`src/rtl/ahblite_bus_arbiter.sv`:
```
// Two-master AHB-Lite arbiter (core = master 0, DMA = master 1) with safe-point handover.
// Optional DMA fairness counter / yield request enabled by defining ARB_FAIRNESS_EN.
module ahblite_bus_arbiter #(
  parameter int unsigned MAX_DMA_BEATS = 16,
  parameter int unsigned CNT_W         = 5
) (
  input  logic             clk,
  input  logic             RSTn,
  input  logic             core_req,
  input  logic             dma_req,
  input  logic             hready,
  output logic             addr_owner,
  output logic             data_owner,
  output logic             core_hready,
  output logic             dma_hready,
  output logic             dma_yield,
  output logic [CNT_W-1:0] beat_cnt
);

  if (MAX_DMA_BEATS < 1 || MAX_DMA_BEATS > (2 ** CNT_W) - 1) begin : g_bad_max_dma_beats
    $error("MAX_DMA_BEATS out of range for CNT_W");
  end

  typedef enum logic [1:0] {
    CORE_OWN,
    DMA_OWN,
    DMA_YIELD
  } state_t;

  state_t state;
  logic   addr_owner_q;
  logic   data_owner_q;

`ifdef ARB_FAIRNESS_EN
  localparam logic [CNT_W-1:0] MAX_CNT = CNT_W'(MAX_DMA_BEATS);
  logic             dma_yield_q;
  logic [CNT_W-1:0] cnt_q;
`endif

  // Everything freezes while the slave inserts wait states.
  always_ff @(posedge clk or negedge RSTn) begin
    if (!RSTn) begin
      state        <= CORE_OWN;
      addr_owner_q <= 1'b0;
      data_owner_q <= 1'b0;
`ifdef ARB_FAIRNESS_EN
      dma_yield_q  <= 1'b0;
      cnt_q        <= '0;
`endif
    end else if (hready) begin
      data_owner_q <= addr_owner_q;
`ifdef ARB_FAIRNESS_EN
      if (state == CORE_OWN && !core_req && dma_req)
        cnt_q <= '0;
      else if (addr_owner_q && dma_req && cnt_q != MAX_CNT)
        cnt_q <= cnt_q + 1'b1;
`endif
      unique case (state)
        CORE_OWN: begin
          if (!core_req && dma_req) begin
            state        <= DMA_OWN;
            addr_owner_q <= 1'b1;
          end
        end
        DMA_OWN: begin
          if (!dma_req && core_req) begin
            state        <= CORE_OWN;
            addr_owner_q <= 1'b0;
          end
`ifdef ARB_FAIRNESS_EN
          else if (cnt_q == MAX_CNT && core_req) begin
            state       <= DMA_YIELD;
            dma_yield_q <= 1'b1;
          end
`endif
        end
        DMA_YIELD: begin
          // Core is granted at the DMA release point whether or not the DMA still wants the bus.
          if (!dma_req) begin
            state        <= CORE_OWN;
            addr_owner_q <= 1'b0;
`ifdef ARB_FAIRNESS_EN
            dma_yield_q  <= 1'b0;
`endif
          end
        end
        default: begin
          state        <= CORE_OWN;
          addr_owner_q <= 1'b0;
        end
      endcase
    end
  end

  assign addr_owner  = addr_owner_q;
  assign data_owner  = data_owner_q;
  assign core_hready = hready & (~addr_owner_q | ~core_req);
  assign dma_hready  = hready & (addr_owner_q | ~dma_req);

`ifdef ARB_FAIRNESS_EN
  assign dma_yield = dma_yield_q;
  assign beat_cnt  = cnt_q;
`else
  assign dma_yield = 1'b0;
  assign beat_cnt  = '0;
`endif

endmodule

```
`config.mk`:
```
export PLATFORM = sky130hd
export DESIGN_NAME = ahblite_bus_arbiter
export DESIGN_NICKNAME = d
export VERILOG_FILES = /design/src/rtl/ahblite_bus_arbiter.sv
export SDC_FILE = /design/constraint.sdc
export NUM_CORES = 1
export LEC_CHECK = 0
export ABC_AREA = 1
export BUFFER_PORTS_ARGS = -buffer_cell sky130_fd_sc_hd__buf_2
export CAP_MARGIN = 20
export CORE_AREA = 2 2 39 41
export CTS_BUF_LIST = sky130_fd_sc_hd__clkbuf_8
export DETAILED_ROUTE_END_ITERATION = 10
export DIE_AREA = 0 0 41 43
export PLACE_DENSITY = 0.46
export SLEW_MARGIN = 5
export SYNTH_ARGS = -nofsm -noshare
export SYNTH_HDL_FRONTEND = slang
export SYNTH_SLANG_ARGS = --single-unit
```
`constraint.sdc`:
```
create_clock -name clk -period 2.26 [get_ports clk]
set_clock_uncertainty 0.2 [all_clocks]
set_input_delay 0 -clock clk [delete_from_list [all_inputs] [get_ports clk]]
set_output_delay 0 -clock clk [all_outputs]
set_load 0.01 [all_outputs]
```
After elaboration in Yosys (flattened, before gate mapping)
Cells that the tools add are included.
{ "word_totals": {"reg_bits": 4, "inputBits": 5, "output_inout_bits": 10, "word_cells": 29} }
{ "classes": {"eq_ne": 5, "muxes": 8, "n_bitwise": 7, "n_reduce_logical": 6} }
{ "op_table": {"columns": ["operator", "n"], "rows": [
  ["2-to-1 mux 2 bit", 3],
  ["inequality test 2 bit, second input constant", 3],
  ["one-hot mux 2 bit (3 select lines)", 1],
  ["AND reduction 4 bit", 1],
  ["2-to-1 mux 1 bit", 3],
  ["inverter 1 bit", 3],
  ["one-hot mux 1 bit (3 select lines)", 1],
  ["bitwise AND 1 bit", 2],
  ["== test 2 x 1 -> 1 bit, second input constant", 1],
  ["== test 2 bit, second input constant", 1],
  ["logical AND 1 bit", 2],
  ["zero test 1 bit", 2],
  ["zero test 2 bit", 1],
  ["OR 1 bit", 2]
]} }

Logic depth before layout (Yosys ltp)
Gate-level depths: netlist (run 1).
{ "logic_depth": {"ltp_word": 4, "depth_mapped": 4, "depth_no_buf": 4} }

Least setup slack after synthesis (run 1)
OpenSTA, ideal clock, no wires.
{ "synth_timing": {"kind": "reg2reg", "startpoint": "reg, netlist name addr_owner", "endpoint": "reg addr_owner_q (netlist: addr_owner)", "setup_time_ps": 116, "arrival_time_ps": 611, "required_ps": 1944, "slack_ps": 1332, "stages_incl_launch_ff": 5, "path_cell_list": "dfrtp_1 -> inv_1 -> nand2_1 -> nand2_1 -> nand2_1"} }
{ "synth_lines": {"columns": ["element", "line_no", "rtl"], "rows": [
  ["to (signal assigned)", "44", "addr_owner_q <= 1'b0;"],
  ["to (signal assigned)", "62", "addr_owner_q <= 1'b1;"],
  ["to (signal assigned)", "68", "addr_owner_q <= 1'b0;"],
  ["to (decl)", "31", "logic addr_owner_q;"]
]} }

Worst setup path after layout (run 1)
{ "layout_timing": {"startpoint": "in hready", "endpoint": "reg addr_owner_q (netlist: addr_owner)"} }
{ "layout_between": {"elab_chain_cells": 1} }
{ "layout_lines": {"columns": ["element", "line_no", "rtl"], "rows": [
  ["from (decl)", "11", "input logic hready,"],
  ["AND reduction 4 bit (no line)", null, null]
]} }
No other way between the ends.
A chain may end at the register's enable or synchronous reset.

==> results of run 1 <==
==> routing by layer <==
metal / track usage / vias to the layer above / wire length [um]
met4: 0.0800 / 0 / 0
met2: 0.0406 / 11 / 147
met5: 0 / - / 0
li1: - / 90 / -
met3: 0.0366 / 0 / 56
met1: 0.0516 / 72 / 175
==> layout by cell type (no fill, tap or decap), drive strengths merged <==
| master | n |
|---|---|
| a21oi | 1 |
| buf | 8 |
| clkbuf | 3 |
| conb | 6 |
| dfrtp | 2 |
| dlygate4sd3 | 7 |
| inv | 3 |
| nand2 | 9 |
| nor2 | 1 |
==> cell usage after synthesis (all sizes together) <==
cell | number | area (um2)
conb | 1 | 3.75
nand2 | 9 | 33.8
dfrtp | 2 | 50.1
nor2 | 1 | 6.26
a21oi | 1 | 5.00
inv | 3 | 11.3
buf | 6 | 45.0
==> flip-flops by register name (all words and copies together) (netlist names) <==
signal,cells
addr_owner,1
data_owner,1
==> worst min path at each step <==
stage	startpoint	to	slack, ns	depth (start not counted)
after floorplan	RSTn	addr_owner	-0.50	0
after global placement	RSTn	data_owner	-0.41	1
after detailed placement	RSTn	data_owner	-0.41	1
after CTS	data_owner	data_owner	0.28	2
after global routing	data_owner	data_owner	0.30	2
final	data_owner	data_owner	0.28	2
==> report_power, final <==
group          leakage, nW  total, mW  internal [mW]  switching [mW]
sequential          0.0242     0.0469         0.0416         0.00530
combinational        0.126     0.0451         0.0216          0.0236
clock               0.0216      0.140          0.113          0.0271
total                0.171      0.232          0.176          0.0559
==> cell type report <==
cell class	count	share of cell area
Clock buffer	3	0.137
Inverter	3	0.0375
Multi-Input combinational cell	17	0.225
Sequential cell	2	0.167
Tap cell	16	0.0667
Timing Repair Buffer	15	0.367
==> cells by family (layout without fill, tap and decap cells) <==
logic type	count (synthesis)	in the layout
AO/OA/AOI/OAI	1	1
buffers and inverters	9	21
flip-flops	2	2
other	1	6
AND/OR/NAND/NOR	10	10
==> per-stage QoR <==
step	hold slack, ns	cell area (um2)	cells
6_report	0.284	300	56
3_3_place_gp	-0.413	189	46
3_5_place_dp	-0.414	189	46
2_1_floorplan	-0.496	174	28
4_1_cts	0.280	300	56
5_1_grt	0.300	300	56
==> worst max-delay path, delay by kind of cell <==
family | cells | cell delay, ns
buffers and inverters | 5 | 1.83
AND/OR/NAND/NOR | 3 | 0.14
==> results by group, run 1 <==
Outcome
  • Status: completed

Floorplan
  • Die Span Y: about 43 um
  • Core area: roughly 0.0014 mm2
  • Number of placed I/O pins: 15
  • Starting Density: 0.112
  • Row Count: 14
  • Die ar.: roughly 0.0018 mm2
  • Die Span X: 41 um

Route
  • Detailed Route Iter0 Violations: 4
  • Antenna viol nets, final: 0
  • Vias per std cell: 3.09
  • Via count: between 150 and 200
  • DR WL/cell: between 6 and 7 um
  • Final wirelength: 379 um
  • Post-route DRC: 0
  • Drt first pass iters: 4

Yosys
  • Compound-gate portion of the synthesized area: 0.0323
  • Syn_area_per_cell: just under 7 um2
  • Mux cell area share after synthesis: 0
  • Largest family of logic cells by synthesized area: buffers and inverters
  • Adder-cell share of the synthesized area: 0
  • Synth unique cells: 8
  • Syn. warnings: 0
  • Xor/xnor share of the synthesized area: 0
  • Post-Syn Area: around 160 um2
  • Simple-Gate Fraction of Synth Area: 0.258
  • Post-Syn Instances: 23
  • Flops & latches, synth: 2
  • Register area share after synthesis: 0.323

STA
  • Post-route setup slack: approximately 0.18 ns
  • Fin. max-slew vios: 0
  • Min Tclk post-route: approximately 2.1 ns
  • Max Clock Freq: between 0.4 and 0.5 GHz
  • Crit share post-route: 0.921
  • Total negative slack: 0 ns
  • Final hold violations: 0
  • RSZ-0062 raised after global routing: no
  • Final setup vio count: 0

Place
  • Number of buffers added on ports: 8
  • Pre-CTS setup slack: between 1 and 1.5 ns
  • GP Congestion: 0.559

CTS
  • CTS resizes: 0
  • # clock sinks: 2
  • Total CTS buffers: 3
  • CTS tree: yes
  • Clk_lat worst skew: between 0.2 and 0.25 ns
  • H-tree levels: 1
  • Root buf cell: clkbuf_8
  • Clock-pin slew of the registers on the worst-case setup and hold paths: roughly 0.030 ns
  • Postcts setup bufs: 0
  • Cts hold-fix bufs: 7
  • Clock buffer depth: 2

Cells and area
  • Share of layout cells above drive strength 1: 0.325
  • Nets: 47
  • Fill count: 154
  • Footprint of the multi-input gates: ~68 um2
  • Finished Core Util: 0.217
  • Antenna cells: 0
  • Register area: roughly 50 um2
  • Area growth syn-to-layout: 93.5%

Critical path
  • Startpoint Class: primary input
  • Largest fanout on the critical path: 3
  • CP startpoint: hready
  • Worst R2R End: addr_owner
  • Reg2reg start: addr_owner
  • Req. time, crit path: roughly 2.2 ns
  • Most used cell, CP: dlygate4sd3_1
  • FF-to-FF setup slack: ~0.76 ns
  • Worst-case reg-to-reg path depth: 5
  • Crit path DAT: about 2 ns
  • Crit path max-delay cell type: dlygate4sd3_1
  • Critical path class: in -> reg
  • Critical Path End Type: flip-flop
  • Crit-path cells: dlygate4sd3_1 -> buf_2 -> inv_2 -> nor2_2 -> dlygate4sd3_1 -> nand2_1 -> dlygate4sd3_1 -> nand2_1
  • Worst path max stage delay: around 0.54 ns
  • Worst Setup EP: addr_owner

Min path
  • Tightest Hold Check Type: reg -> reg

GRT
  • Gr usage total: 0.0482
  • Grt ovf: 0
  • Largest net degree at the start of global routing: 6
  • First-pass GRT wire length: roughly 470 um
  • Vias in the first global route: approximately 120
  • Initial antenna violation count: 0

Pwr
  • VDD IR max: approximately 0.31 mV
  • Total chip power: ~230 uW
  • Power per cell area: roughly 770 mW/mm2
  • P_leak: 0.171 nW

Run
  • Max-cap check violation count: 0
(Power assumes the default switching activity.)
==> run 2: changes to the inputs <==
Settings changed: BUFFER_PORTS_ARGS -buffer_cell sky130_fd_sc_hd__buf_2 to default, CORE_AREA 2 2 39 41 to 3 3 40 42, DIE_AREA 0 0 41 43 to 0 0 43 45, DONT_BUFFER_PORTS from default to 1, PLACE_DENSITY 0.46 to 0.36.
==> run 2 against run 1 <==
Sequential share of layout area grew 2.7 points; worst hold slack gained 0.063 ns; core utilization shrank 1.5 points; register-to-register slack lost 0.59 ns; combinational power shrank 26%; cell count shrank 16%; critical path type is now reg -> reg.
==> results by group, run 2 (synthesized netlist as in run 1, its figures left out) <==
Floorplan
  • Starting Density: 0.121 (+0.00862)
  • Number of placed I/O pins: 15 (unchanged)
  • Die Span Y: 45 um (+4.7%)
  • Row Count: 13 (-1)
  • Die ar.: 0.00194 mm2 (+9.8%)
  • Die Span X: 43 um (+4.9%)
  • Core area: 0.00128 mm2 (-7.1%)

Cells and area
  • Finished Core Util: 0.202 (-0.0154)
  • Area growth syn-to-layout: 66.9%
  • Nets: 39 (-17%)
  • Antenna cells: 0 (unchanged)
  • Most frequent cells in the layout: 9 x nand2_1, 7 x dlygate4sd3_1, 6 x conb_1, 3 x clkbuf_8
  • Commonest non-fill, non-tap cell in the layout: nand2_1
  • Share of layout cells above drive strength 1: 0.156 (-0.169)
  • Final Cell Area: 259 um2 (-14%)

STA
  • RSZ-0062 raised after global routing: no
  • Final setup vio count: 0 (unchanged)
  • Max Clock Freq: 0.479 GHz (-0.21%)
  • Total negative slack: 0 ns (unchanged)
  • Fin. max-slew vios: 0 (unchanged)
  • Min Tclk post-route: 2.09 ns (+0.00448 ns)
  • Final hold violations: 0 (unchanged)
  • Crit share post-route: 0.923 (+0.00198)

Outcome
  • Status: completed

CTS
  • H-tree levels: 1 (unchanged)
  • Cts hold-fix bufs: 7 (unchanged)
  • Clock-pin slew of the registers on the worst-case setup and hold paths: 0.03 ns (about the same)
  • # clock sinks: 2 (unchanged)
  • CTS resizes: 0 (unchanged)
  • Root buf cell: clkbuf_8
  • CTS tree: yes
  • Total CTS buffers: 3 (unchanged)
  • Clock buffer depth: 2 (unchanged)
  • Clk_lat worst skew: 0.21 ns (about the same)
  • Postcts setup bufs: 0 (unchanged)

Route
  • Drt first pass iters: 1 (-3)
  • DR WL/cell: 7.57 um (+12%)
  • Final wirelength: 356 um (-6.1%)
  • Detailed Route Iter0 Violations: 0 (-4)
  • Vias per std cell: 3.02 (-2.2%)
  • Antenna viol nets, final: 0 (unchanged)
  • Post-route DRC: 0 (unchanged)
  • Via count: 142 (-18%)

GRT
  • Grt ovf: 0 (unchanged)
  • Initial antenna violation count: 0 (unchanged)
  • Gr usage total: 0.0491 (+0.000885)
  • Largest net degree at the start of global routing: 6 (unchanged)
  • First-pass GRT wire length: 627 um (+34%)
  • Vias in the first global route: 161 (+31%)

Critical path
  • Startpoint Class: flip-flop
  • Critical Path End Type: flip-flop
  • Crit path DAT: 1.97 ns (about the same)
  • Req. time, crit path: 2.14 ns (about the same)
  • Largest fanout on the critical path: 5 (+2)
  • FF-to-FF setup slack: 0.17 ns (-0.59 ns)
  • Critical path class: reg -> reg

Place
  • GP Congestion: 0.622 (+11%)
  • Hpwl dp: around 250 um
  • Number of buffers added on ports: 0 (-8)
  • Placed cell area: 148 um2 (-22%)

Pwr
  • VDD IR max: 0.207 mV (-34%)
  • Sw power: 52.7 uW (-5.7%)
  • Pint: 170 uW (-3.5%)
  • Sw Ratio: 0.237 (-0.00427)
  • Total chip power: 222 uW (-4.1%)
  • P_leak: 0.137 nW (-20%)
  • Clock power frac: 0.624 (+0.021)
  • Power per cell area: 858 mW/mm2 (+11%)
  • Combinational power share: 0.150 (-0.045)
  • Sequential power share: 0.226 (+0.023)

Run
  • Max-cap check violation count: 0 (unchanged)

Min path
  • Tightest Hold Check Type: reg -> reg
run 2: power groups by stage:
stage | Sequential (mW) | Clock (mW) | Combinational (mW)
6_report | 0.0502 | 0.139 | 0.0334
5_1_grt | 0.0525 | 0.149 | 0.0389
4_1_cts | 0.0504 | 0.145 | 0.0329
3_5_place_dp | 0.0508 | 0 | 0.0192
3_3_place_gp | 0.0508 | 0 | 0.0195
2_1_floorplan | 0.0489 | 0 | 0.0249
run 2: critical path: stages, from the launching register on:
cell	delay, ns
dfrtp_1	0.44
inv_1	0.08
nand2_1	0.05
nand2_1	0.05
dlygate4sd3_1	0.54
nand2_1	0.05
dlygate4sd3_1	0.55
run 2: final cells by class:
| type | instances | area [um2] |
|---|---|---|
| Inverter | 3 | 11.3 |
| Fill cell | 149 | 1030 |
| Multi-Input combinational cell | 17 | 67.6 |
| Tap cell | 15 | 18.8 |
| Timing Repair Buffer | 7 | 70.1 |
| Sequential cell | 2 | 50.0 |
| Clock buffer | 3 | 41.3 |
run 2: per-layer routing:
metal	track usage	vias up	routed length, um
li1	-	72	-
met1	0.0506	59	134
met2	0.0599	11	156
met3	0.0359	0	66
met4	0.0542	0	0
met5	0	-	0
run 2: final timing paths:
check	from	end	depth (start not counted)
min in group asynchronous	RSTn	data_owner	2
hold reg to reg	data_owner	data_owner	2
hold / removal	data_owner	data_owner	2
setup reg to reg	addr_owner	addr_owner	6
setup / recovery	addr_owner	addr_owner	6
max in group asynchronous	RSTn	addr_owner	2
run 2: per-stage QoR:
| step | setup WS [ns] | instances | hold WS [ns] |
|---|---|---|---|
| final | 0.173 | 47 | 0.347 |
| after global routing | 0.0423 | 47 | 0.372 |
| after CTS | 0.185 | 47 | 0.355 |
| after detailed placement | 1.28 | 37 | -0.495 |
| after global placement | 1.27 | 37 | -0.495 |
| after floorplan | 1.33 | 28 | -0.496 |
